==> src/rtl/debounce_pkg.sv <==
// Shared types and helpers for the multi-channel switch debouncer.
package debounce_pkg;

   // Per-channel debounce state: stable low, waiting to go high, stable high, waiting to go low
   typedef enum logic [1:0] {
      ZERO  = 2'd0,
      WAIT1 = 2'd1,
      ONE   = 2'd2,
      WAIT0 = 2'd3
   } db_state_t;

   // Width of the per-channel tick counter; never narrower than one bit
   function automatic int cnt_width(input int n_ticks);
      return (n_ticks > 1) ? $clog2(n_ticks) : 1;
   endfunction

endpackage

==> src/rtl/debounce_ch.sv <==
// One debounce channel: 2-flop synchroniser, stability FSM and edge pulses.
// The sample tick is supplied from outside so many channels share one divider.
module debounce_ch
   import debounce_pkg::*;
#(
   parameter int N_TICKS = 3
)(
   input  logic clk,
   input  logic reset,
   input  logic sw,
   input  logic tick,
   output logic db,
   output logic rise,
   output logic fall
);

   localparam int            CW   = cnt_width(N_TICKS);
   localparam logic [CW-1:0] LAST = CW'(N_TICKS - 1);

   logic          sync1;
   logic          sw_s;
   db_state_t     state;
   logic [CW-1:0] cnt;

   // Bring the raw switch level into the clk domain before anything looks at it
   always_ff @(posedge clk or negedge reset) begin
      if (!reset) begin
         sync1 <= 1'b0;
         sw_s  <= 1'b0;
      end else begin
         sync1 <= sw;
         sw_s  <= sync1;
      end
   end

   // Stability FSM: the output flips only after the input has held its new level
   // across N_TICKS sample ticks; any return to the old level aborts silently,
   // and that abort wins over a tick arriving in the same cycle
   always_ff @(posedge clk or negedge reset) begin
      if (!reset) begin
         state <= ZERO;
         cnt   <= '0;
         db    <= 1'b0;
         rise  <= 1'b0;
         fall  <= 1'b0;
      end else begin
         rise <= 1'b0;
         fall <= 1'b0;
         case (state)
            ZERO: begin
               db <= 1'b0;
               if (sw_s) begin
                  state <= WAIT1;
                  cnt   <= '0;
               end
            end
            WAIT1: begin
               if (!sw_s) begin
                  state <= ZERO;
               end else if (tick) begin
                  if (cnt == LAST) begin
                     state <= ONE;
                     db    <= 1'b1;
                     rise  <= 1'b1;
                  end else begin
                     cnt <= cnt + CW'(1);
                  end
               end
            end
            ONE: begin
               db <= 1'b1;
               if (!sw_s) begin
                  state <= WAIT0;
                  cnt   <= '0;
               end
            end
            WAIT0: begin
               if (sw_s) begin
                  state <= ONE;
               end else if (tick) begin
                  if (cnt == LAST) begin
                     state <= ZERO;
                     db    <= 1'b0;
                     fall  <= 1'b1;
                  end else begin
                     cnt <= cnt + CW'(1);
                  end
               end
            end
            default: begin
               state <= ZERO;
               db    <= 1'b0;
            end
         endcase
      end
   end

endmodule

==> src/rtl/multi_debouncer.sv <==
// Multi-channel switch debouncer: one shared sample-tick divider feeding
// N_CH independent debounce channels.
module multi_debouncer
   import debounce_pkg::*;
#(
   parameter int N_CH     = 4,
   parameter int TICK_DIV = 1_000_000,
   parameter int N_TICKS  = 3
)(
   input  logic            clk,
   input  logic            reset,
   input  logic [N_CH-1:0] sw,
   output logic [N_CH-1:0] db,
   output logic [N_CH-1:0] rise,
   output logic [N_CH-1:0] fall,
   output logic            tick
);

   localparam int            TW       = $clog2(TICK_DIV);
   localparam logic [TW-1:0] TICK_TOP = TW'(TICK_DIV - 1);

   logic [TW-1:0] tick_cnt;

   assign tick = (tick_cnt == TICK_TOP);

   // Free-running divider; tick is high for the single cycle the count sits at its top value
   always_ff @(posedge clk or negedge reset) begin
      if (!reset) begin
         tick_cnt <= '0;
      end else if (tick) begin
         tick_cnt <= '0;
      end else begin
         tick_cnt <= tick_cnt + TW'(1);
      end
   end

   for (genvar i = 0; i < N_CH; i++) begin : g_ch
      debounce_ch #(
         .N_TICKS (N_TICKS)
      ) u_ch (
         .clk   (clk),
         .reset (reset),
         .sw    (sw[i]),
         .tick  (tick),
         .db    (db[i]),
         .rise  (rise[i]),
         .fall  (fall[i])
      );
   end

endmodule

==> config.mk <==
export PLATFORM = sky130hd
export DESIGN_NAME = multi_debouncer
export DESIGN_NICKNAME = d
export VERILOG_FILES = /design/src/rtl/debounce_pkg.sv /design/src/rtl/debounce_ch.sv /design/src/rtl/multi_debouncer.sv
export SDC_FILE = /design/constraint.sdc
export NUM_CORES = 1
export LEC_CHECK = 0
export ABC_AREA = 0
export CAP_MARGIN = 40
export CORE_MARGIN = 3
export CORE_UTILIZATION = 31
export DETAILED_ROUTE_END_ITERATION = 10
export PLACE_DENSITY_LB_ADDON = 0.2
export SYNTH_ARGS = -nofsm -noshare
export SYNTH_HDL_FRONTEND = slang
export SYNTH_HIERARCHICAL = 1
export SYNTH_SLANG_ARGS = --single-unit
==> constraint.sdc <==
create_clock -name clk -period 3.1 [get_ports clk]
set_input_delay 0.62 -clock clk [delete_from_list [all_inputs] [get_ports clk]]
set_output_delay 0.62 -clock clk [all_outputs]
set_load 0.01 [all_outputs]
======== After elaboration in Yosys (flattened, before gate mapping) ========
Cells that the tools add are included.
storage, ports and cells
  flip-flop bits (word level) ............. 56
  bits in latches ......................... 0
  bits in writable memories ............... 0
  memory bits (read-only) ................. 0
  input bits .............................. 6
  output and inout bits ................... 13
  logic and storage cells ................. 232
  memories kept ........................... 0
operators by class
  $add $sub $neg .......................... 5
  multiply operators ...................... 0
  div/mod/pow operators ................... 0
  order comparisons ....................... 0
  equality and inequality tests ........... 65
  shifts and indexed selects .............. 0
  multiplexer cells ....................... 117
  bitwise gates (word level) .............. 0
  reduce and logical (&&, ||, !) cells .... 16
operators with widths
  kind                   number
  $mux 2                 56
  $pmux 2 s4             8
  $mux 1                 48
  $reduce_and 6->1       8
  $ne 2x1->1 const B     16
  $ne 2x2->1 const B     16
  $eq 2x2->1 const B     12
  $ne 3x3->1 const B     8
  $add 20x1->20 const B  1
  $eq 20x20->1 const B   1
  $mux 20                1
  $pmux 1 s4             4
  $reduce_and 4->1       4
  $ne 3x1->1 const B     4
  $ne 3x2->1 const B     4
  $add 2x1->2 const B    4
  $eq 2x1->1 const B     4
  $logic_not 2->1        4

======== Logic depth before layout (Yosys ltp) ========
Gate-level depths: netlist of run 1.
  depth after elaboration ................. 5
  depth in mapped cells ................... 8

======== By module ========
Netlist of run 1, hierarchy kept.
modules (own cells, without submodules)
  module                          times used  cells an instance  area each (sq um)  seq. area each (sq um)
  debounce_ch (g_ch[0].u_ch ...)  3           58                 606.8              225.2
  multi_debouncer                 1           96                 1034.7             500.5
  debounce_ch (g_ch[2].u_ch)      1           52                 575.6              225.2

======== Worst setup path after synthesis of run 1 ========
OpenSTA, ideal clock, no wires.
  path type ............................... flip-flop to flip-flop
  start point ............................. register tick_cnt[6]
  end point ............................... register g_ch[2].u_ch.db
  library setup time ...................... 0.125 ns
  data arrival time ....................... 2.590 ns
  required time ........................... 2.975 ns
  path slack .............................. 0.385 ns
  stages on the path, launching flop included .. 8
  buffers on the path ..................... 0
  cell sequence ........................... dfrtp_1 -> nor4b_1 -> nand3b_1 -> nor4_4 -> nand2b_1 -> a221oi_1 -> a41oi_1 -> mux2_2
on the way
  cells in the longest elaborated chain, start to end .. 3
  elaborated cells on any way between the ends .. 4
  classes of those cells .................. eq/ne (3); reduce/logical (1)
ends and longest elaborated chain
  what                                   RTL line               text
  start: declaration                     multi_debouncer.sv:22  logic [TW-1:0] tick_cnt;
  start signal: assignment               multi_debouncer.sv:33  tick_cnt <= tick_cnt + TW'(1);
  $eq 20x20->1 (*)                       multi_debouncer.sv:24  assign tick = (tick_cnt == TICK_TOP);
  named net tick                         multi_debouncer.sv:16  output logic tick
  $ne 2x2->1 (no source line)            --
  $reduce_and 6->1 (no source line) (*)  --
  end signal: assignment                 debounce_ch.sv:71      db <= 1'b1;
  end signal: assignment                 debounce_ch.sv:83      db <= 1'b0;
  end signal: assignment                 debounce_ch.sv:92      db <= 1'b0;
  end: declaration                       debounce_ch.sv:12      output logic db,
The timed path passes the listed nets; every way through them passes the cells marked *.
A chain may end at the register's enable or synchronous reset.

======== Worst setup path in the final report of run 1 ========
  start point ............................. register tick_cnt[6]
  end point ............................... output tick
on the way
  cells in the longest elaborated chain, start to end .. 1
ends and longest elaborated chain
  what              RTL line
  $eq 20x20->1      multi_debouncer.sv:24
  end: declaration  multi_debouncer.sv:16
Every way passes these cells.

==> flow_summary.ini, run 1 <==
[synthesis]
mappedNetlistArea_sq_um = 3430
syn_avg_cell_area_sq_um = 10.7
synthArstFlopShare_pct = 100
synth.yosys.seq_area_share_pct = 40.8
synthFlopType = dfrtp_1
synth_nets = 357
postSynthCellCount = 322
postSynthRegisterBits = 56
yosys_warnings = 6
count_of_cell_types_in_the_netlist = 48
number_of_synthesized_flops_with_an_enable_pin = 0

[timing]
worst-slew-pin-transition_ns = 0.427
fin_ws_ns = 0.377
report.final.setup_viol = 0
slew_headroom_pct = 71.5
hold_ws_ns = 0.166
setup_total_negative_slack_ns = 0
timing.final.max_slew_violations = 0
finalClockSkew_ns = 0.0125
timing.fmax_mhz = 367
fin_crit_sh_pct = 87.8
period_minus_slack_ns = 2.72
rsz0062_at_grt = no
hold_viol = 0

[finish]
n_fill_cell = 1057
layout_common_cells = dfrtp_1 (56), ha_1 (29), nor2_1 (24)
layout.cells.most_common = dfrtp_1
layout.nets = 381
antenna_cells = 0
drive_above_1_share_pct = 11.5
utilization_pct = 36.9
synthesis_to_finish_area_growth_pct = 13.5

[clocking]
cts-resized-gates = 0
number_of_clock_buffers_inserted_by_tritoncts = 5
htree_num_levels = 2
post-cts-setup-buffers = 0
clock_sink_count = 56
postCtsHoldBufs = 0
ctsRootBufferMaster = clkbuf_8
worst_skew_pair.late_latency_ns = 0.31
cts-root-to-sink-buffers = 2
worst_setup_hold_path_clk_slew_ns = 0.10
cts_tree = done

[pwr]
cellLeakagePower_nw = 1.71
power_per_cell_area_nw_per_um2 = 742
p_total_mw = 2.89
vdd_drop_max_uv = 280

[routing]
drt-initial-drc-count = 123
detail_route.wl_per_cell_um = 13.2
drtAntennaViolNets = 0
remaining_drc_errors = 0
drt_wl_total_mm = 6.37
drt-pass1-iter-count = 4
post_drt_via_cell_ratio = 4.89
dr_total_vias = 2361

[die]
number_of_rows_created_at_floorplan = 37
io-pin-count = 19
starting_density_of_the_core_pct = 32.5
die_width_um = 111
coreArea_sq_um = 10600
fp.dieArea_sq_um = 12400
die_h_um = 111

[global_route]
globalRoute.totalOverflow = 0
grt_pass1_wl_mm = 11.5
initial_antenna_violation_count = 0
grt_util_all_layers_pct = 11.0
first_global_vias = 2427
grt_max_degree = 35

[setup_path]
crit_fanout = 5
timing.rr.start = tick_cnt[6]
timing.critical_path.from_type = flop
endpoint_type_of_the_worst_setup_path = output port
worst-endpoint-arrival_ns = 2.10
ff2ff_path_depth = 8
reg2reg_setup_slack_ns = 0.64
critPathRequiredTime_ns = 2.48
rr_endpoint = g_ch[2].u_ch/db
type_of_the_worst_setup_path = reg -> out

[outcome]
result_of_the_run = complete, no violations

[run]
max_cap_viol_count = 0

[placed_design]
buffer_ports.inserted = 18
place_ws_ns = 0.652
place.detailed.hpwl_mm = 4.71
gp_routability_congestion = 0.790

[hold_path]
holdCritPathClass = in -> async
==> routing by layer <==
| layer | routed length, um | vias to the layer above | track usage (%) |
|---|---|---|---|
| met2 | 3000 | 28 | 17.9 |
| met3 | 157 | 5 | 1.97 |
| met5 | 0 | - | 0 |
| met4 | 61 | 0 | 3.00 |
| met1 | 3160 | 1121 | 15.0 |
| li1 | - | 1207 | - |
==> state kept, by name, indices dropped and copies added, names as in the netlist, named ones only <==
name / count
g_ch.u_ch/db: 4
g_ch.u_ch/cnt: 8
g_ch.u_ch/sw_s: 4
g_ch.u_ch/state: 4
tick_cnt: 20
g_ch.u_ch/rise: 4
g_ch.u_ch/sync1: 4
g_ch.u_ch/fall: 4
==> cell usage after synthesis, types with 2 or more instances <==
| master | n | area [sq um] |
|---|---|---|
| ha_1 | 29 | 363 |
| buf_6 | 4 | 45.0 |
| nor4_2 | 2 | 25.0 |
| o21ai_0 | 8 | 40.0 |
| nor2b_1 | 4 | 25.0 |
| and3_1 | 3 | 18.8 |
| mux2_2 | 2 | 22.5 |
| o211a_1 | 4 | 40.0 |
| inv_1 | 23 | 86.3 |
| nand4_1 | 4 | 25.0 |
| o21ai_1 | 3 | 15.0 |
| nor4b_4 | 3 | 71.3 |
| nor4_1 | 7 | 43.8 |
| nand3_1 | 12 | 60.1 |
| and4_1 | 4 | 35.0 |
| o32a_1 | 4 | 40.0 |
| and2_1 | 3 | 18.8 |
| o21a_1 | 4 | 30.0 |
| a221o_1 | 3 | 30.0 |
| and4bb_2 | 4 | 50.1 |
| nand2_1 | 22 | 82.6 |
| o22a_1 | 4 | 35.0 |
| xor2_1 | 6 | 52.6 |
| xnor2_1 | 8 | 70.1 |
| a21oi_1 | 17 | 85.1 |
| nor2_2 | 2 | 12.5 |
| dfrtp_1 | 56 | 1400 |
| nand2b_1 | 4 | 25.0 |
| o31a_1 | 3 | 26.3 |
| nor4b_1 | 2 | 17.5 |
| nor3_1 | 4 | 20.0 |
| a211oi_2 | 4 | 50.1 |
| nand2b_4 | 4 | 55.1 |
| mux2i_1 | 14 | 140 |
| a21o_1 | 6 | 45.0 |
| nor2_1 | 24 | 90.1 |
==> worst max path at each step <==
stage / startpoint / end / cells after the start
after floorplan: tick_cnt[6] / g_ch[2].u_ch/db / 7
after detailed placement: tick_cnt[6] / g_ch[2].u_ch/db / 8
after global placement: tick_cnt[0] / g_ch[2].u_ch/db / 8
after CTS: tick_cnt[6] / tick / 4
final: tick_cnt[6] / tick / 4
after global routing: tick_cnt[0] / tick / 4
==> critical path, stage by stage (launching register included) <==
cell and delay [ns]:
dfrtp_1 0.45, nor4b_1 0.34, nand3b_1 0.16, nor4_4 0.24
clkdlybuf4s50_1 0.60
==> logic make-up (layout without fill, tap and decap cells) <==
| logic type | Yosys count | in the layout | synth area share, % |
|---|---|---|---|
| XOR/XNOR | 14 | 14 | 3.57 |
| adder cells (fa/ha/maj) | 29 | 29 | 10.6 |
| multiplexers | 16 | 16 | 4.74 |
| buffers and inverters | 28 | 53 | 4.05 |
| AND/OR/NAND/NOR | 117 | 117 | 23.0 |
| flip-flops | 56 | 56 | 40.8 |
| AO/OA/AOI/OAI | 62 | 62 | 13.2 |
==> where the power goes <==
part | total, mW | switching [mW] | internal, mW | leakage, nW
logic | 1.36 | 0.705 | 0.658 | 0.937
clock network | 0.530 | 0.244 | 0.286 | 0.0645
registers | 0.995 | 0.135 | 0.860 | 0.709
total | 2.89 | 1.08 | 1.80 | 1.71
==> stage by stage <==
| step | instance area [sq um] | cells |
|---|---|---|
| floorplan | 3430 | 322 |
| global placement | 3750 | 474 |
| detailed placement | 3770 | 475 |
| CTS | 3890 | 483 |
| global route | 3890 | 483 |
| finish | 3890 | 483 |
==> layout make-up <==
class,instances,area (sq um),area share (%)
multi-input combinational,238,1890,48.6
sequential,56,1400,36.0
clock inverter,1,30.0,0.771
clock buffer,7,96.3,2.48
timing repair buffer,22,218,5.59
tap,136,170,4.37
inverter,23,86.3,2.22
Note: power is estimated with default switching activity, not from simulation.
==> run 2, diff against run 1 <==
Settings changed: TNS_END_PERCENT from default to 20.
==> results of run 2 <==
Final layout, timing and power as in run 1 (identical DEF).
